==> config.mk <==
export PLATFORM = sky130hd
export DESIGN_NAME = axil_master
export DESIGN_NICKNAME = d
export VERILOG_FILES = /design/src/rtl/axil_master.sv
export SDC_FILE = /design/constraint.sdc
export NUM_CORES = 1
export LEC_CHECK = 0
export ABC_AREA = 1
export ABC_CLOCK_PERIOD_IN_PS = 1740
export BUFFER_PORTS_ARGS = -buffer_cell sky130_fd_sc_hd__buf_2
export CAP_MARGIN = 20
export CORE_ASPECT_RATIO = 0.6
export CORE_MARGIN = 3
export CORE_UTILIZATION = 47
export DETAILED_ROUTE_END_ITERATION = 8
export GPL_TIMING_DRIVEN = 0
export PLACE_DENSITY = 0.85
export SLEW_MARGIN = 20
export SYNTH_ARGS = -nofsm -noshare
export SYNTH_HDL_FRONTEND = slang
export SYNTH_SLANG_ARGS = --single-unit
==> constraint.sdc <==
create_clock -name M_AXI_ACLK -period 1.74 [get_ports M_AXI_ACLK]
set_input_delay 0.174 -clock M_AXI_ACLK [delete_from_list [all_inputs] [get_ports M_AXI_ACLK]]
set_output_delay 0.174 -clock M_AXI_ACLK [all_outputs]
set_load 0.05 [all_outputs]
==> src/rtl/axil_master.sv <==
// Single-outstanding AXI4-Lite initiator: each accepted command becomes one AXI-Lite read or
// write, and its result is returned on a valid/ready response stream with an optional stall watchdog.
module axil_master #(
    parameter int C_M_AXI_DATA_WIDTH = 32,
    parameter int C_M_AXI_ADDR_WIDTH = 4,
    parameter int TIMEOUT_CYCLES     = 1024
) (
    input  logic                            M_AXI_ACLK,
    input  logic                            M_AXI_ARESET,
    input  logic                            cmd_valid,
    output logic                            cmd_ready,
    input  logic                            cmd_write,
    input  logic [C_M_AXI_ADDR_WIDTH-1:0]   cmd_addr,
    input  logic [C_M_AXI_DATA_WIDTH-1:0]   cmd_wdata,
    input  logic [C_M_AXI_DATA_WIDTH/8-1:0] cmd_wstrb,
    output logic                            rsp_valid,
    input  logic                            rsp_ready,
    output logic                            rsp_write,
    output logic [C_M_AXI_DATA_WIDTH-1:0]   rsp_rdata,
    output logic [1:0]                      rsp_resp,
    output logic                            timeout,
    output logic [C_M_AXI_ADDR_WIDTH-1:0]   M_AXI_AWADDR,
    output logic [2:0]                      M_AXI_AWPROT,
    output logic                            M_AXI_AWVALID,
    input  logic                            M_AXI_AWREADY,
    output logic [C_M_AXI_DATA_WIDTH-1:0]   M_AXI_WDATA,
    output logic [C_M_AXI_DATA_WIDTH/8-1:0] M_AXI_WSTRB,
    output logic                            M_AXI_WVALID,
    input  logic                            M_AXI_WREADY,
    input  logic [1:0]                      M_AXI_BRESP,
    input  logic                            M_AXI_BVALID,
    output logic                            M_AXI_BREADY,
    output logic [C_M_AXI_ADDR_WIDTH-1:0]   M_AXI_ARADDR,
    output logic [2:0]                      M_AXI_ARPROT,
    output logic                            M_AXI_ARVALID,
    input  logic                            M_AXI_ARREADY,
    input  logic [C_M_AXI_DATA_WIDTH-1:0]   M_AXI_RDATA,
    input  logic [1:0]                      M_AXI_RRESP,
    input  logic                            M_AXI_RVALID,
    output logic                            M_AXI_RREADY
);

    localparam int STRB_W = C_M_AXI_DATA_WIDTH / 8;
    localparam int CNT_W  = (TIMEOUT_CYCLES > 0) ? $clog2(TIMEOUT_CYCLES + 1) : 1;

    typedef enum logic [2:0] {
        IDLE,
        WR_REQ,
        WR_RESP,
        RD_REQ,
        RD_RESP,
        RSP
    } state_e;

    state_e                         state_q, state_d;
    logic [C_M_AXI_ADDR_WIDTH-1:0]  addr_q, addr_d;
    logic [C_M_AXI_DATA_WIDTH-1:0]  wdata_q, wdata_d;
    logic [STRB_W-1:0]              wstrb_q, wstrb_d;
    logic                           write_q, write_d;
    logic [C_M_AXI_DATA_WIDTH-1:0]  rdata_q, rdata_d;
    logic [1:0]                     resp_q, resp_d;
    logic                           awvalid_q, awvalid_d;
    logic                           wvalid_q, wvalid_d;
    logic                           arvalid_q, arvalid_d;
    logic                           bready_q, bready_d;
    logic                           rready_q, rready_d;
    logic                           rsp_valid_q, rsp_valid_d;
    logic [CNT_W-1:0]               cnt_q, cnt_d;

    logic accept;
    logic busy;
    logic aw_fin;
    logic w_fin;

    assign accept = (state_q == IDLE) && cmd_valid;
    assign busy   = state_q inside {WR_REQ, WR_RESP, RD_REQ, RD_RESP};
    // A write channel is finished once its VALID is already down or is handshaking now.
    assign aw_fin = !awvalid_q || M_AXI_AWREADY;
    assign w_fin  = !wvalid_q || M_AXI_WREADY;

    always_ff @(posedge M_AXI_ACLK) begin
        // NOTE: state is updated with non-blocking assignments so every register samples pre-edge values.
        if (M_AXI_ARESET) begin
            state_q     <= IDLE;
            addr_q      <= '0;
            wdata_q     <= '0;
            wstrb_q     <= '0;
            write_q     <= 1'b0;
            rdata_q     <= '0;
            resp_q      <= '0;
            awvalid_q   <= 1'b0;
            wvalid_q    <= 1'b0;
            arvalid_q   <= 1'b0;
            bready_q    <= 1'b0;
            rready_q    <= 1'b0;
            rsp_valid_q <= 1'b0;
            cnt_q       <= '0;
        end else begin
            state_q     <= state_d;
            addr_q      <= addr_d;
            wdata_q     <= wdata_d;
            wstrb_q     <= wstrb_d;
            write_q     <= write_d;
            rdata_q     <= rdata_d;
            resp_q      <= resp_d;
            awvalid_q   <= awvalid_d;
            wvalid_q    <= wvalid_d;
            arvalid_q   <= arvalid_d;
            bready_q    <= bready_d;
            rready_q    <= rready_d;
            rsp_valid_q <= rsp_valid_d;
            cnt_q       <= cnt_d;
        end
    end

    always_comb begin
        state_d = state_q;
        case (state_q)
            IDLE:    if (cmd_valid)          state_d = cmd_write ? WR_REQ : RD_REQ;
            WR_REQ:  if (aw_fin && w_fin)    state_d = WR_RESP;
            WR_RESP: if (M_AXI_BVALID)       state_d = RSP;
            RD_REQ:  if (M_AXI_ARREADY)      state_d = RD_RESP;
            RD_RESP: if (M_AXI_RVALID)       state_d = RSP;
            RSP:     if (rsp_ready)          state_d = IDLE;
            default:                         state_d = IDLE;
        endcase
    end

    always_comb begin
        // NOTE: every next-state value is defaulted first so no branch can infer a latch.
        addr_d      = addr_q;
        wdata_d     = wdata_q;
        wstrb_d     = wstrb_q;
        write_d     = write_q;
        rdata_d     = rdata_q;
        resp_d      = resp_q;
        cnt_d       = cnt_q;
        awvalid_d   = awvalid_q && !M_AXI_AWREADY;
        wvalid_d    = wvalid_q && !M_AXI_WREADY;
        arvalid_d   = arvalid_q && !M_AXI_ARREADY;
        // Ready/valid strobes are the registered decode of the state being entered.
        bready_d    = (state_d == WR_RESP);
        rready_d    = (state_d == RD_RESP);
        rsp_valid_d = (state_d == RSP);

        if (accept) begin
            addr_d    = cmd_addr;
            wdata_d   = cmd_wdata;
            wstrb_d   = cmd_wstrb;
            write_d   = cmd_write;
            awvalid_d = cmd_write;
            wvalid_d  = cmd_write;
            arvalid_d = !cmd_write;
            cnt_d     = '0;
        end else if (busy && (cnt_q != CNT_W'(TIMEOUT_CYCLES))) begin
            cnt_d = cnt_q + 1'b1;
        end

        if ((state_q == WR_RESP) && M_AXI_BVALID) begin
            resp_d  = M_AXI_BRESP;
            rdata_d = '0;
        end
        if ((state_q == RD_RESP) && M_AXI_RVALID) begin
            resp_d  = M_AXI_RRESP;
            rdata_d = M_AXI_RDATA;
        end
    end

    generate
        if (TIMEOUT_CYCLES > 0) begin : g_timeout
            // The counter saturates, so the match value is seen once per transaction.
            assign timeout = busy && (cnt_q == CNT_W'(TIMEOUT_CYCLES - 1));
        end else begin : g_no_timeout
            assign timeout = 1'b0;
        end
    endgenerate

    assign cmd_ready     = (state_q == IDLE);
    assign rsp_valid     = rsp_valid_q;
    assign rsp_write     = write_q;
    assign rsp_rdata     = rdata_q;
    assign rsp_resp      = resp_q;
    assign M_AXI_AWADDR  = addr_q;
    assign M_AXI_AWPROT  = 3'b000;
    assign M_AXI_AWVALID = awvalid_q;
    assign M_AXI_WDATA   = wdata_q;
    assign M_AXI_WSTRB   = wstrb_q;
    assign M_AXI_WVALID  = wvalid_q;
    assign M_AXI_BREADY  = bready_q;
    assign M_AXI_ARADDR  = addr_q;
    assign M_AXI_ARPROT  = 3'b000;
    assign M_AXI_ARVALID = arvalid_q;
    assign M_AXI_RREADY  = rready_q;

endmodule

Yosys cells after proc, flatten, opt, wreduce, memory -nomap -nowiden:

Index checks and enable logic that the tools add are counted.
W data, S select, Z words.

* add/subtract/negate cells: 1
* eq/ne operators: 10
* multiplexer cells: 15
* reductions and logical operators: 21

Operators by type and width (number)
* $mux W32: 2
* $mux W3: 6
* $pmux W3 S6: 1
* $eq A3 B3 Y1 const B: 4
* $add A11 B1 Y11 const B: 1
* $eq A11 B10 Y1 const B: 1
* $ne A11 B11 Y1 const B: 1
* $eq A3 B2 Y1 const B: 3
* $logic_and A1 B1 Y1: 9
* $logic_not A1 Y1: 6
* $mux W2: 3
* $reduce_bool A4 Y1: 1
* $eq A3 B1 Y1 const B: 1
* $logic_not A3 Y1: 1
* $mux W1: 3
* $logic_or A1 B1 Y1: 2
* $reduce_bool A2 Y1: 1
* $reduce_or A2 Y1: 1

* flip-flop bits (word level): 95
* bits of input ports: 86

Logic depth before layout (Yosys ltp):

* depth after elaboration: 6
* gate-level depth with buffers: 8
* mapped depth without buffers: 8

Worst setup path after synthesis:

Ideal clock, no wire load.

* kind: reg-to-output
* from: register cnt_q[0]
* to: output port timeout
* arrival time: 1726 ps
* data required time: 1566 ps
* path slack: -160 ps
* stages on the path, launching flop included: 6
* path through: dfxtp_1 > ha_1 > inv_1 > nor2_1 > nand4_1 > nor2_1

* cells in the longest elaborated chain, start to end: 2

RTL lines
* from (decl): RTL line 68 `logic [CNT_W-1:0] cnt_q, cnt_d;`
* from (signal assigned): RTL line 112 `cnt_q <= cnt_d;`
* $eq A11 B10 Y1: RTL line 172 `assign timeout = busy && (cnt_q == CNT_W'(TIMEOUT_CYCLES - 1));`
* $logic_and A1 B1 Y1: RTL line 172
* to (decl): RTL line 21 `output logic timeout,`

No other way between the ends.

Final worst setup path:

* from: register cnt_q[1]
* to: output port timeout

Same word-level chain as after synthesis.

==> results.md <==
- Origin of the worst setup path: cnt_q[1]
- M2 GR Usage: 0.414
- Fmax: 587 MHz
- Fin Setup TNS: 0 ps
- Clk_lat worst skew: 340 ps
- Total power: 6.33 mW
- CP Launch Type: flip-flop
- Setup crit end kind: output port
- Die extent in y: between 70 and 80 microns
- Critical Path AT: 1530 ps
- Longest Clk Path Bufs: 2
- Yosys cell types: 28
- MaxCap Viol Count: 0
- Clk pin slew, worst setup/hold paths: 70 ps
- Layout area overhead: 36.3%
- Max VDD drop: 0.000788 V
- Avg Synthesized Cell Area: 7.46 sq um
- Slew @ Worst Pin: 504 ps
- Fin util: 0.692
- Final ANT Viol Nets: 0
- GRT met1 Usage: 0.299
- Most frequent cells in the layout: 179 x buf_2, 166 x nand2_1, 86 x dfxtp_1
- Skew final: 7.91 ps
- Root Driver: clkbuf_16
- Global route hottest layer: met2
- Post-synth top area share: 0.491
- Critical path's top delay family: simple AND/OR/NAND/NOR gates
- Crit path required time: around 1600 ps
- Hold depth: 3
- Via density per instance: ~5.0
- # diodes: 0
- Number of I/O port buffers: 170
- Yosys reg bits: 95
- Commonest non-fill, non-tap cell in the layout: buf_2
- # IOs: 179
- Max-slew violations: 0
- Placed inst area: 0.00487 sq mm
- Min Tclk post-route: between 1500 and 2000 ps
- Final Hold Viols: 0
- Hpwl dp: ~8600 microns
- Vias in the first global route: approximately 4000
- CTS tree: yes
- CTS Buf Count: 9
- Pre-antenna DRT Iters: 4
- Final hold slack: approximately 79 ps
- Top cells by area, synth: dfxtp_1 49%, nand2_1 16%, a21oi_1 11%
- Buffers & Inverters on Critical Path: 2
- CTS H-tree depth: 3
- Vias: roughly 4100
- P_leak: ~2.5 nW
- Post-route cell area: approximately 0.0053 sq mm
- Hold Path Class: in -> reg
- Final Routed Wirelength: 11500 microns
- Final non-filler cell total: between 800 and 900
- Routed WL per cell: 14.1 microns
- Post-Syn Area: about 0.0039 sq mm
- Fin crit share: 0.979
- Seq/Total Area, Yosys: 0.491
- Overall Global Routing Usage: 0.245
- Worst Setup Slack, final: roughly 36 ps
- R2R setup slack: approximately 90 ps
- FF-to-FF End: cnt_q[9]
- PwrDens: between 1000 and 1500 mW/mm^2
- Full die area: roughly 0.0094 sq mm
- Post-route DRC: 0
- Hold path endpoint: rsp_rdata[8]
- # clock sinks: 95
- Pin count of the biggest net entering global routing: 17
- Worst r2r path cells: 8
- Yosys warns: 0
- First-pass GRT wire length: about 19000 microns
- Layout cell share with drive strength beyond 1: 0.346
- Pre-CTS WS: -125 ps
- Chip width: 123 microns
- Status: finished clean
- Hold_sp: M_AXI_RDATA[8]
- Global placer's final weighted congestion: just over 0.9
- CP Class: reg -> out
- Placed insts: 798
- Initial antenna violation count: 0
- CP max-delay cell: dfxtp_4
- RSZ-0062 raised after global routing: yes
- Final setup vio count: 0
- CP Cell Sequence: ha_4, inv_2, nor2_4, nand4_1, nor2_2, buf_6
- Fillers: between 600 and 700
- Core ar.: approximately 0.0076 sq mm
- Fin nets: between 700 and 800
- Max incr delay on CP: between 300 and 400 ps
- Iteration-0 DRC Markers: ~220
- Number of placement rows: 24
- CP Max Fanout: 4
- Area occupied by multi-input gates: between 0.0015 and 0.002 sq mm
- R2r startpoint: cnt_q[0]
- Grt total ovfl: 0
- Post-synth top area cell: dfxtp_1
- Register area: between 0.0015 and 0.002 sq mm
- Worst slew margin: 0.664
- Cells after Synth: 519
- Starting density of the core: 0.508
- Met3 GRT Util: 0.0809
- Post-CTS Hold Fix Bufs: 0
worst reg2reg max path: stages (launching register included):
cell,delay [ps]
dfxtp_4,360
buf_4,140
inv_1,90
ha_1,150
nand4_1,130
o21ai_1,200
buf_2,240
nand2_1,90
a21oi_1,170
what timing repair did:
item	in CTS	in global routing
gates resized for setup	10	12
hold endpoints to repair	0	0
endpoints found under the setup margin	2	2
pin swaps	1	4
setup buffers	1	5
routing by layer:
metal	vias to the layer above	part of all wire	wire length, microns
met5	-	0	0
met4	0	0.013	145
met3	15	0.081	930
met2	152	0.48	5580
met1	1892	0.42	4880
li1	2046	-	-
synthesized netlist by cell type (all sizes together):
cell and n:
a31oi 1, ha 2, buf 28, nor2 22
nand4 6, nand3 53, o21ai 7, nand3b 1
dfxtp 95, a21oi 85, inv 30, clkbuf 13
xor2 3, conb 1, a211oi 1, nor3 3
nand2 168
final cells by class:
class	count	area share
Sequential cell	95	0.364
Multi-Input combinational cell	358	0.315
Timing Repair Buffer	176	0.171
Buffer	41	0.0458
Clock buffer	10	0.0453
Tap cell	104	0.0247
Inverter	30	0.0213
Clock inverter	6	0.0128
kinds of logic (layout without fill, tap and decap cells):
group / Yosys count / count (layout) / share of synthesized area
AOI/OAI and AO/OA: 94 / 94 / 0.124
and+or+nand+nor: 253 / 253 / 0.279
adders and majority gates: 2 / 2 / 0.00646
other: 1 / 6 / 0.000969
buffers and inverters: 71 / 263 / 0.0915
xor gates and xnor gates: 3 / 3 / 0.00679
DFF: 95 / 95 / 0.491
worst max path at each step:
stage / depth (start not counted) / end / slack, ps
floorplan: 5 / timeout / 50
global placement: 6 / timeout / -80
detailed placement: 6 / timeout / -130
CTS: 6 / timeout / -70
global route: 6 / timeout / -30
finish: 6 / timeout / 40
state kept, by name, indices dropped and copies added (netlist names):
register       cells
M_AXI_ARADDR       4
M_AXI_ARVALID      1
M_AXI_AWVALID      1
M_AXI_BREADY       1
M_AXI_RREADY       1
M_AXI_WDATA       32
M_AXI_WSTRB        4
M_AXI_WVALID       1
cnt_q             11
rsp_rdata         32
rsp_resp           2
rsp_valid          1
rsp_write          1
state_q            3
power breakdown:
group / switching (mW) / internal (mW)
Sequential: 0.120 / 2.35
Clock: 0.870 / 1.16
Combinational: 1.33 / 0.503
Total: 2.32 / 4.01
(Power assumes the default switching activity.)
